<file path="src/rtl/apb_master.sv">
// APB3 requester: turns a valid/ready command into SETUP/ACCESS transfers.
// Optional ACCESS timeout abort is built when APB_TIMEOUT_EN is defined.
module apb_master #(
  parameter int ADDRESSWIDTH   = 3,
  parameter int DATAWIDTH      = 12,
  parameter int TIMEOUT_CYCLES = 16
) (
  input  logic                    PCLK,
  input  logic                    reset,
  input  logic                    cmd_valid,
  output logic                    cmd_ready,
  input  logic                    cmd_write,
  input  logic [ADDRESSWIDTH-1:0] cmd_addr,
  input  logic [DATAWIDTH-1:0]    cmd_wdata,
  output logic                    resp_valid,
  output logic [DATAWIDTH-1:0]    resp_rdata,
  output logic                    resp_err,
  output logic [ADDRESSWIDTH-1:0] PADDR,
  output logic [DATAWIDTH-1:0]    PWDATA,
  output logic                    PWRITE,
  output logic                    PSELx,
  output logic                    PENABLE,
  input  logic [DATAWIDTH-1:0]    PRDATA,
  input  logic                    PREADY
);

  if (TIMEOUT_CYCLES < 1) begin : g_bad_timeout
    $error("TIMEOUT_CYCLES must be >= 1");
  end

  typedef enum logic [1:0] {
    IDLE,
    SETUP,
    ACCESS
  } state_t;

  state_t                  state_q;
  state_t                  state_d;
  logic                    ready_d;
  logic                    valid_d;
  logic [DATAWIDTH-1:0]    rdata_d;
  logic [ADDRESSWIDTH-1:0] addr_d;
  logic [DATAWIDTH-1:0]    wdata_d;
  logic                    write_d;
  logic                    sel_d;
  logic                    en_d;

`ifdef APB_TIMEOUT_EN
  localparam int CW = $clog2(TIMEOUT_CYCLES + 1);
  localparam logic [CW-1:0] LAST = CW'(TIMEOUT_CYCLES - 1);

  logic [CW-1:0] cnt_q;
  logic [CW-1:0] cnt_d;
  logic          err_q;
  logic          err_d;

  assign resp_err = err_q;
`else
  assign resp_err = 1'b0;
`endif

  // Next-state and next-output logic; every output is a register
  always_comb begin
    state_d = state_q;
    ready_d = cmd_ready;
    valid_d = 1'b0;
    rdata_d = resp_rdata;
    addr_d  = PADDR;
    wdata_d = PWDATA;
    write_d = PWRITE;
    sel_d   = PSELx;
    en_d    = PENABLE;
`ifdef APB_TIMEOUT_EN
    cnt_d   = cnt_q;
    err_d   = err_q;
`endif
    unique case (state_q)
      IDLE: begin
        ready_d = 1'b1;
        sel_d   = 1'b0;
        en_d    = 1'b0;
        if (cmd_valid && cmd_ready) begin
          addr_d  = cmd_addr;
          wdata_d = cmd_wdata;
          write_d = cmd_write;
          sel_d   = 1'b1;
          ready_d = 1'b0;
          state_d = SETUP;
`ifdef APB_TIMEOUT_EN
          cnt_d   = '0;
`endif
        end
      end
      SETUP: begin
        en_d    = 1'b1;
        state_d = ACCESS;
      end
      ACCESS: begin
        if (PREADY) begin
          sel_d   = 1'b0;
          en_d    = 1'b0;
          valid_d = 1'b1;
          rdata_d = PWRITE ? '0 : PRDATA;
          ready_d = 1'b1;
          state_d = IDLE;
`ifdef APB_TIMEOUT_EN
          err_d   = 1'b0;
`endif
        end
`ifdef APB_TIMEOUT_EN
        else if (cnt_q == LAST) begin
          sel_d   = 1'b0;
          en_d    = 1'b0;
          valid_d = 1'b1;
          rdata_d = '0;
          err_d   = 1'b1;
          ready_d = 1'b1;
          state_d = IDLE;
        end else begin
          cnt_d = cnt_q + 1'b1;
        end
`endif
      end
      default: state_d = IDLE;
    endcase
  end

  // State and output registers, cleared asynchronously
  always_ff @(posedge PCLK or posedge reset) begin
    if (reset) begin
      state_q    <= IDLE;
      cmd_ready  <= 1'b0;
      resp_valid <= 1'b0;
      resp_rdata <= '0;
      PADDR      <= '0;
      PWDATA     <= '0;
      PWRITE     <= 1'b0;
      PSELx      <= 1'b0;
      PENABLE    <= 1'b0;
    end else begin
      state_q    <= state_d;
      cmd_ready  <= ready_d;
      resp_valid <= valid_d;
      resp_rdata <= rdata_d;
      PADDR      <= addr_d;
      PWDATA     <= wdata_d;
      PWRITE     <= write_d;
      PSELx      <= sel_d;
      PENABLE    <= en_d;
    end
  end

`ifdef APB_TIMEOUT_EN
  // Wait counter and sticky error flag for the timeout abort
  always_ff @(posedge PCLK or posedge reset) begin
    if (reset) begin
      cnt_q <= '0;
      err_q <= 1'b0;
    end else begin
      cnt_q <= cnt_d;
      err_q <= err_d;
    end
  end
`endif

endmodule

</file>
<file path="config.mk">
export PLATFORM = sky130hd
export DESIGN_NAME = apb_master
export DESIGN_NICKNAME = d
export VERILOG_FILES = /design/src/rtl/apb_master.sv
export SDC_FILE = /design/constraint.sdc
export NUM_CORES = 1
export LEC_CHECK = 0
export CELL_PAD_IN_SITES_DETAIL_PLACEMENT = 0
export CELL_PAD_IN_SITES_GLOBAL_PLACEMENT = 1
export CORE_AREA = 2 2 71 73
export DETAILED_ROUTE_END_ITERATION = 10
export DIE_AREA = 0 0 73 75
export PLACE_DENSITY = 0.87
export SLEW_MARGIN = 25
export SYNTH_ARGS = -nofsm -noshare
export SYNTH_HDL_FRONTEND = slang
export SYNTH_SLANG_ARGS = --single-unit
</file>
<file path="constraint.sdc">
create_clock -name PCLK -period 1.58 [get_ports PCLK]
set_input_delay 0.316 -clock PCLK [delete_from_list [all_inputs] [get_ports PCLK]]
set_output_delay 0.316 -clock PCLK [all_outputs]
set_load 0.02 [all_outputs]
</file>
==> insert_results.sql, run 1 <==
INSERT INTO impl_metrics (metric_group, metric, value, unit) VALUES
('grt', 'global_route.usage.total', '0.116', ''),
('critical_path', 'timing_worst_setup_path_type', 'flop to primary output', ''),
('cells_and_area', 'area_growth_synth_to_finish', '62.2', '%'),
('critical_path', 'crit_required', '1260', 'ps'),
('placed_design', 'placement.cell_area', '2080', 'um2'),
('critical_path', 'crit_slowest_cell', 'clkdlybuf4s50_1', ''),
('synth', 'synthesis.nets', '138', ''),
('cells_and_area', 'layout.cells.most_common_list', 'clkdlybuf4s50_1 (35), dfrtp_1 (34), dlymetal6s2s_1 (20)', ''),
('sta', 'max_clock_freq', '0.645', 'GHz'),
('critical_path', 'reg2reg_from', 'state_q[1]', ''),
('synth', 'synth.yosys.seq_area_share', '0.623', ''),
('clock_network', 'clock_insertion_delay_at_the_later_pin_of_the_skew_report', '280', 'ps'),
('synth', 'yosysTopAreaCellShare', '0.623', ''),
('grt', 'grt_first_pass_wirelength', '4870', 'um'),
('sta', 'setup_violations', '0', ''),
('sta', 'setup_ws', '30.6', 'ps'),
('die', 'design.portCount', '65', ''),
('clock_network', 'cts_made_buffers', '5', ''),
('route', 'dr_iter_0_viols', '27', ''),
('critical_path', 'cp_num_buf_inv', '1', ''),
('pwr', 'power.leakage', '1.19', 'nW'),
('grt', 'vias_in_the_first_global_route', '1048', ''),
('critical_path', 'cp_cell_sequence', 'clkdlybuf4s50_1', ''),
('cells_and_area', 'final_core_util', '0.475', ''),
('sta', 'hold_viol', '0', ''),
('die', 'die_y', '75', 'um'),
('critical_path', 'critical_path.max_stage_delay', '600', 'ps'),
('sta', 'post-route-min-period', '1550', 'ps'),
('synth', 'synth_seq_cells', '34', ''),
('route', 'detail_route.wirelength', '2900', 'um'),
('critical_path', 'crit_end', 'resp_rdata[5]', ''),
('cells_and_area', 'finalInstanceArea', '2210', 'um2'),
('synth', 'syn_area', '1370', 'um2'),
('route', 'route.detailed.wl_per_inst', '12.6', 'um'),
('synth', 'post_synth_edffs', '0', ''),
('clock_network', 'cts_sinks', '34', ''),
('clock_network', 'maximum_number_of_buffers_from_clock_root_to_sink', '2', ''),
('synth', 'syn_area_per_cell', '12.9', 'um2'),
('critical_path', 'cp.depth', '1', ''),
('synth', 'postSynth.topFlopCell', 'dfrtp_1', ''),
('placed_design', 'dp_hpwl', '2050', 'um'),
('sta', 'slew_violations', '0', ''),
('synth', 'yosys_warnings', '0', ''),
('cells_and_area', 'total_of_fill_cells_in_the_finished_design', '430', ''),
('route', 'total_vias_in_the_final_route', '1003', ''),
('route', 'routed_via_density', '4.36', ''),
('critical_path', 'timing.critical_path.to_type', 'primary output', ''),
('run_status', 'run_status', 'finished, final reports clean', ''),
('critical_path', 'type_of_element_launching_the_critical_path', 'flop', ''),
('die', 'start_util', '0.293', ''),
('run', 'maxCapViolations', '0', ''),
('die', 'die_area', '5480', 'um2'),
('sta', 'worst_hold_slack_across_all_endpoints', '380', 'ps'),
('clock_network', 'worst_setup_hold_path_clk_slew', '70', 'ps'),
('pwr', 'power-per-cell-area', '1940', 'nW/um2'),
('critical_path', 'timing.reg2reg.worst_path_depth', '3', ''),
('clock_network', 'cts-htree-levels', '2', ''),
('critical_path', 'critical_path.top_delay_family', 'buffers and inverters', ''),
('synth', 'syn_inst', '106', ''),
('pwr', 'ir_drop_worst_case_vdd', '0.933', 'mV'),
('critical_path', 'r2r-end', 'PWDATA[5]', ''),
('placed_design', 'finalWeightedCongestion', '0.682', ''),
('cells_and_area', 'num_antenna_cells', '0', ''),
('critical_path', 'cp_max_fo', '2', ''),
('sta', 'timing.final.crit_share', '0.981', ''),
('route', 'detail_route.first_pass.iterations', '4', ''),
('sta', 'rsz0062_at_grt', 'false', ''),
('route', 'route.detailed.drc', '0', ''),
('cells_and_area', 'layout_commonest_cell', 'clkdlybuf4s50_1', ''),
('cells_and_area', 'fin_nets', '207', ''),
('die', 'core_area', '4660', 'um2');
-- logic make-up after synthesis --
group	after synthesis	synth area share
mux	17	0.159
simple gates	28	0.111
flops	34	0.623
compound gates	16	0.0642
buf+inv	10	0.0394
other cells	1	0.00275
-- repair_timing --
item,CTS,global route
setup endpoints to repair,8,20
gates resized for setup,8,20
setup buffers,0,0
-- sequential cells by signal, summed over array words and instances (netlist names) --
| register | count |
|---|---|
| resp_rdata | 12 |
| PWRITE | 1 |
| PSELx | 1 |
| PENABLE | 1 |
| state_q | 2 |
| PWDATA | 12 |
| cmd_ready | 1 |
| resp_valid | 1 |
| PADDR | 3 |
-- stage by stage --
step           TNS (ps)  power, mW  cells
3_3_place_gp      -1180       3.78    222
4_1_cts               0       4.43    230
5_1_grt               0       4.59    230
6_report              0       4.29    230
3_5_place_dp      -1170       3.81    222
2_1_floorplan         0       2.75    106
-- how the worst min path moves through the flow --
| stage | slack (ps) | cells after the start | to |
|---|---|---|---|
| after detailed placement | 470 | 2 | resp_rdata[10] |
| final | 380 | 3 | resp_rdata[0] |
| after global routing | 400 | 3 | resp_rdata[0] |
| after CTS | 400 | 3 | PSELx |
| after global placement | 460 | 2 | resp_rdata[11] |
| after floorplan | 460 | 1 | PADDR[0] |
-- power by group --
group	switching, mW	internal (mW)
clock network	0.303	0.351
registers	0.220	1.29
logic	1.02	1.11
total	1.54	2.75
-- area by class of cell --
cell class	count	area [um2]	share of cell area
clock inverter	1	5.00	0.00226
timing repair buffer	67	726	0.328
sequential	34	851	0.384
multi-input combinational	62	460	0.208
clock buffer	7	86.3	0.0390
tap	54	67.6	0.0305
inverter	5	18.8	0.00847
-- synth_stat cells (2+ instances only) --
master    count
nand2_1      13
inv_1         5
dfrtp_1      34
mux2_4        7
mux2_2       10
o21ai_0      12
a21oi_1       2
nand2b_1     12
-- routing by layer --
metal	global-route usage	vias to the layer above	wire length [um]
met2	0.184	51	1270
met4	0.0370	0	38
met5	0	-	0
li1	-	480	-
met1	0.150	468	1330
met3	0.0415	4	254
-- worst reg2reg max path, cell delays in order, from the launching register on --
cell and delay [ps]:
dfrtp_1 450, nor3_4 240, buf_12 200, mux2_2 350
No activity file was read; power rests on OpenSTA's default activity.
==> run 2, diff against run 1 <==
Clock period 1.58 ns to 1.47 ns, I/O delays scaled along.
==> run 2 against run 1 <==
Global-route usage down 0.74 points. Clock power down 4.9%. Critical path depth up 4. Sequential share of layout area up 1.3 points. Worst hold slack worse by 24 ps. Utilization down 1.5 points. Sequential power up 8%. Non-clock buffer count up 3. Largest power group unchanged.
==> insert_results.sql, run 2 (synthesis gave the netlist of run 1 again) <==
INSERT INTO impl_metrics (metric_group, metric, value, unit) VALUES
('run_status', 'run_status', 'finished, final reports clean', ''),
('critical_path', 'timing.reg2reg.setup_slack', '210', 'ps'),
('clock_network', 'cts_tree', 'yes', ''),
('clock_network', 'maximum_number_of_buffers_from_clock_root_to_sink', '2', ''),
('cells_and_area', 'final-instance-count-excl-fill', '232', ''),
('grt', 'grt_antenna_before_repair', '0', ''),
('pwr', 'clock_group_share_of_total_power', '0.142', ''),
('pwr', 'power-per-cell-area', '2040', 'nW/um2'),
('min_path', 'hold_path.class', 'primary input to asynchronous set/reset pin', ''),
('die', 'design.portCount', '65', ''),
('critical_path', 'worst-endpoint-arrival', '1540', 'ps'),
('sta', 'max_clock_freq', '0.724', 'GHz'),
('critical_path', 'timing.reg2reg.worst_path_depth', '4', ''),
('clock_network', 'cts_made_buffers', '5', ''),
('pwr', 'power_report.internal_total', '2.77', 'mW'),
('route', 'detail_route.first_pass.iterations', '5', ''),
('sta', 'slew_violations', '0', ''),
('sta', 'post-route-min-period', '1380', 'ps'),
('pwr', 'power_frac_comb', '0.487', ''),
('die', 'die_y', '75', 'um'),
('pwr', 'switching_power_summed_over_all_nets', '1.62', 'mW'),
('sta', 'fin_skew', '3.75', 'ps'),
('clock_network', 'root_buffer', 'clkbuf_8', ''),
('cells_and_area', 'top_regs', 'PWDATA (12), resp_rdata (12), PADDR (3)', ''),
('critical_path', 'timing.critical_path.to_type', 'flop', ''),
('sta', 'hold_viol', '0', ''),
('grt', 'vias_in_the_first_global_route', '995', ''),
('clock_network', 'worst_setup_hold_path_clk_slew', '60', 'ps'),
('cells_and_area', 'layout_cell_share_with_drive_strength_beyond_1', '0.185', ''),
('route', 'dr_iter_0_viols', '18', ''),
('pwr', 'swShare', '0.370', ''),
('clock_network', 'cts-htree-levels', '2', ''),
('route', 'route.detailed.drc', '0', ''),
('critical_path', 'timing_worst_setup_path_type', 'primary input to flop', ''),
('die', 'std_cell_rows', '25', ''),
('pwr', 'power.leakage', '1.02', 'nW'),
('die', 'start_util', '0.293', ''),
('sta', 'rsz0062_at_grt', 'false', ''),
('cells_and_area', 'num_antenna_cells', '0', ''),
('cells_and_area', 'area_growth_synth_to_finish', '57.2', '%'),
('clock_network', 'clock_insertion_delay_at_the_later_pin_of_the_skew_report', '280', 'ps'),
('die', 'die_area', '5480', 'um2'),
('route', 'routed_via_density', '4.28', ''),
('grt', 'global_route.usage.total', '0.109', ''),
('cells_and_area', 'fin_nets', '210', ''),
('route', 'route.detailed.wl_per_inst', '12.0', 'um'),
('clock_network', 'cts-hold-fix-buffers', '0', ''),
('critical_path', 'reg2reg_from', 'cmd_ready', ''),
('run', 'maxCapViolations', '0', ''),
('critical_path', 'r2r-end', 'PWDATA[7]', ''),
('grt', 'grt_first_pass_wirelength', '4470', 'um'),
('critical_path', 'type_of_element_launching_the_critical_path', 'primary input', ''),
('cells_and_area', 'layout.cells.most_common_list', 'dfrtp_1 (33), dlygate4sd2_1 (32), clkdlybuf4s50_1 (31)', ''),
('route', 'total_vias_in_the_final_route', '994', ''),
('die', 'die_w', '73', 'um'),
('critical_path', 'cp_max_fo', '7', ''),
('placed_design', 'dp_hpwl', '2070', 'um'),
('clock_network', 'cts_sinks', '34', ''),
('placed_design', 'port-buffer-count', '63', ''),
('grt', 'largest_net_degree_at_the_start_of_global_routing', '35', ''),
('route', 'final_antenna_net_count', '0', ''),
('pwr', 'p_seq_frac', '0.371', ''),
('sta', 'setup_violations', '0', ''),
('die', 'core_area', '4660', 'um2'),
('critical_path', 'crit_required', '1630', 'ps'),
('cells_and_area', 'layout_commonest_cell', 'dfrtp_1', ''),
('sta', 'timing.final.crit_share', '0.939', ''),
('grt', 'grt_remaining_overflow', '0', ''),
('route', 'detail_route.wirelength', '2780', 'um'),
('pwr', 'ir_drop_worst_case_vdd', '0.694', 'mV'),
('placed_design', 'numPlacedInstances', '225', ''),
('placed_design', 'finalWeightedCongestion', '0.716', ''),
('cells_and_area', 'final_core_util', '0.460', '');
## run 2: worst max path at each step
stage          startpoint        end  slack [ps]  depth (start not counted)
2_1_floorplan   cmd_ready   PADDR[0]         -10                          4
3_3_place_gp    cmd_valid   PADDR[2]        -210                          5
3_5_place_dp    cmd_valid  PWDATA[6]        -210                          5
4_1_cts         cmd_valid  PWDATA[6]          80                          5
5_1_grt         cmd_valid  PWDATA[7]          20                          5
6_report        cmd_valid  PWDATA[7]          90                          5
## run 2: area by class of cell
class	count	area, um2
multi-input combinational	62	463
fill	437	2510
clock buffer	7	76.3
sequential	34	852
inverter	5	18.8
tap	54	67.6
timing repair buffer	70	668
## run 2: layer usage
layer / up-vias / wire length, um / share of wire / global-route usage
li1: 485 / - / - / -
met1: 454 / 1270 / 0.46 / 0.134
met2: 51 / 1240 / 0.45 / 0.172
met3: 4 / 234 / 0.084 / 0.0469
met4: 0 / 29 / 0.010 / 0.0370
met5: - / 0 / 0 / 0
## run 2: power groups by stage
stage | clock, mW | sequential [mW] | combinational [mW]
floorplan | 0 | 2.19 | 0.771
global placement | 0 | 1.66 | 2.44
detailed placement | 0 | 1.67 | 2.47
CTS | 0.660 | 1.64 | 2.17
global route | 0.709 | 1.70 | 2.30
finish | 0.623 | 1.63 | 2.13
## run 2: through the flow
stage / hold slack [ps] / setup WS (ps) / power (mW) / instance area, um2 / TNS (ps)
after global placement: 460 / -209 / 4.10 / 2110 / -3170
after global routing: 385 / 17.5 / 4.71 / 2150 / 0
after floorplan: 436 / -12.8 / 2.96 / 1370 / -89.6
after detailed placement: 469 / -209 / 4.14 / 2110 / -3000
final: 355 / 89.5 / 4.39 / 2150 / 0
after CTS: 354 / 79.1 / 4.47 / 2150 / 0
## run 2: what timing repair did
item,4_1_cts,5_1_grt
setup buffers,0,0
setup endpoints to repair,32,0
gates resized for setup,32,0
## run 2: worst max-delay path: stages
cell,delay (ps)
clkdlybuf4s50_1,470
nand2_2,70
nor3_4,180
buf_4,190
mux2_2,340
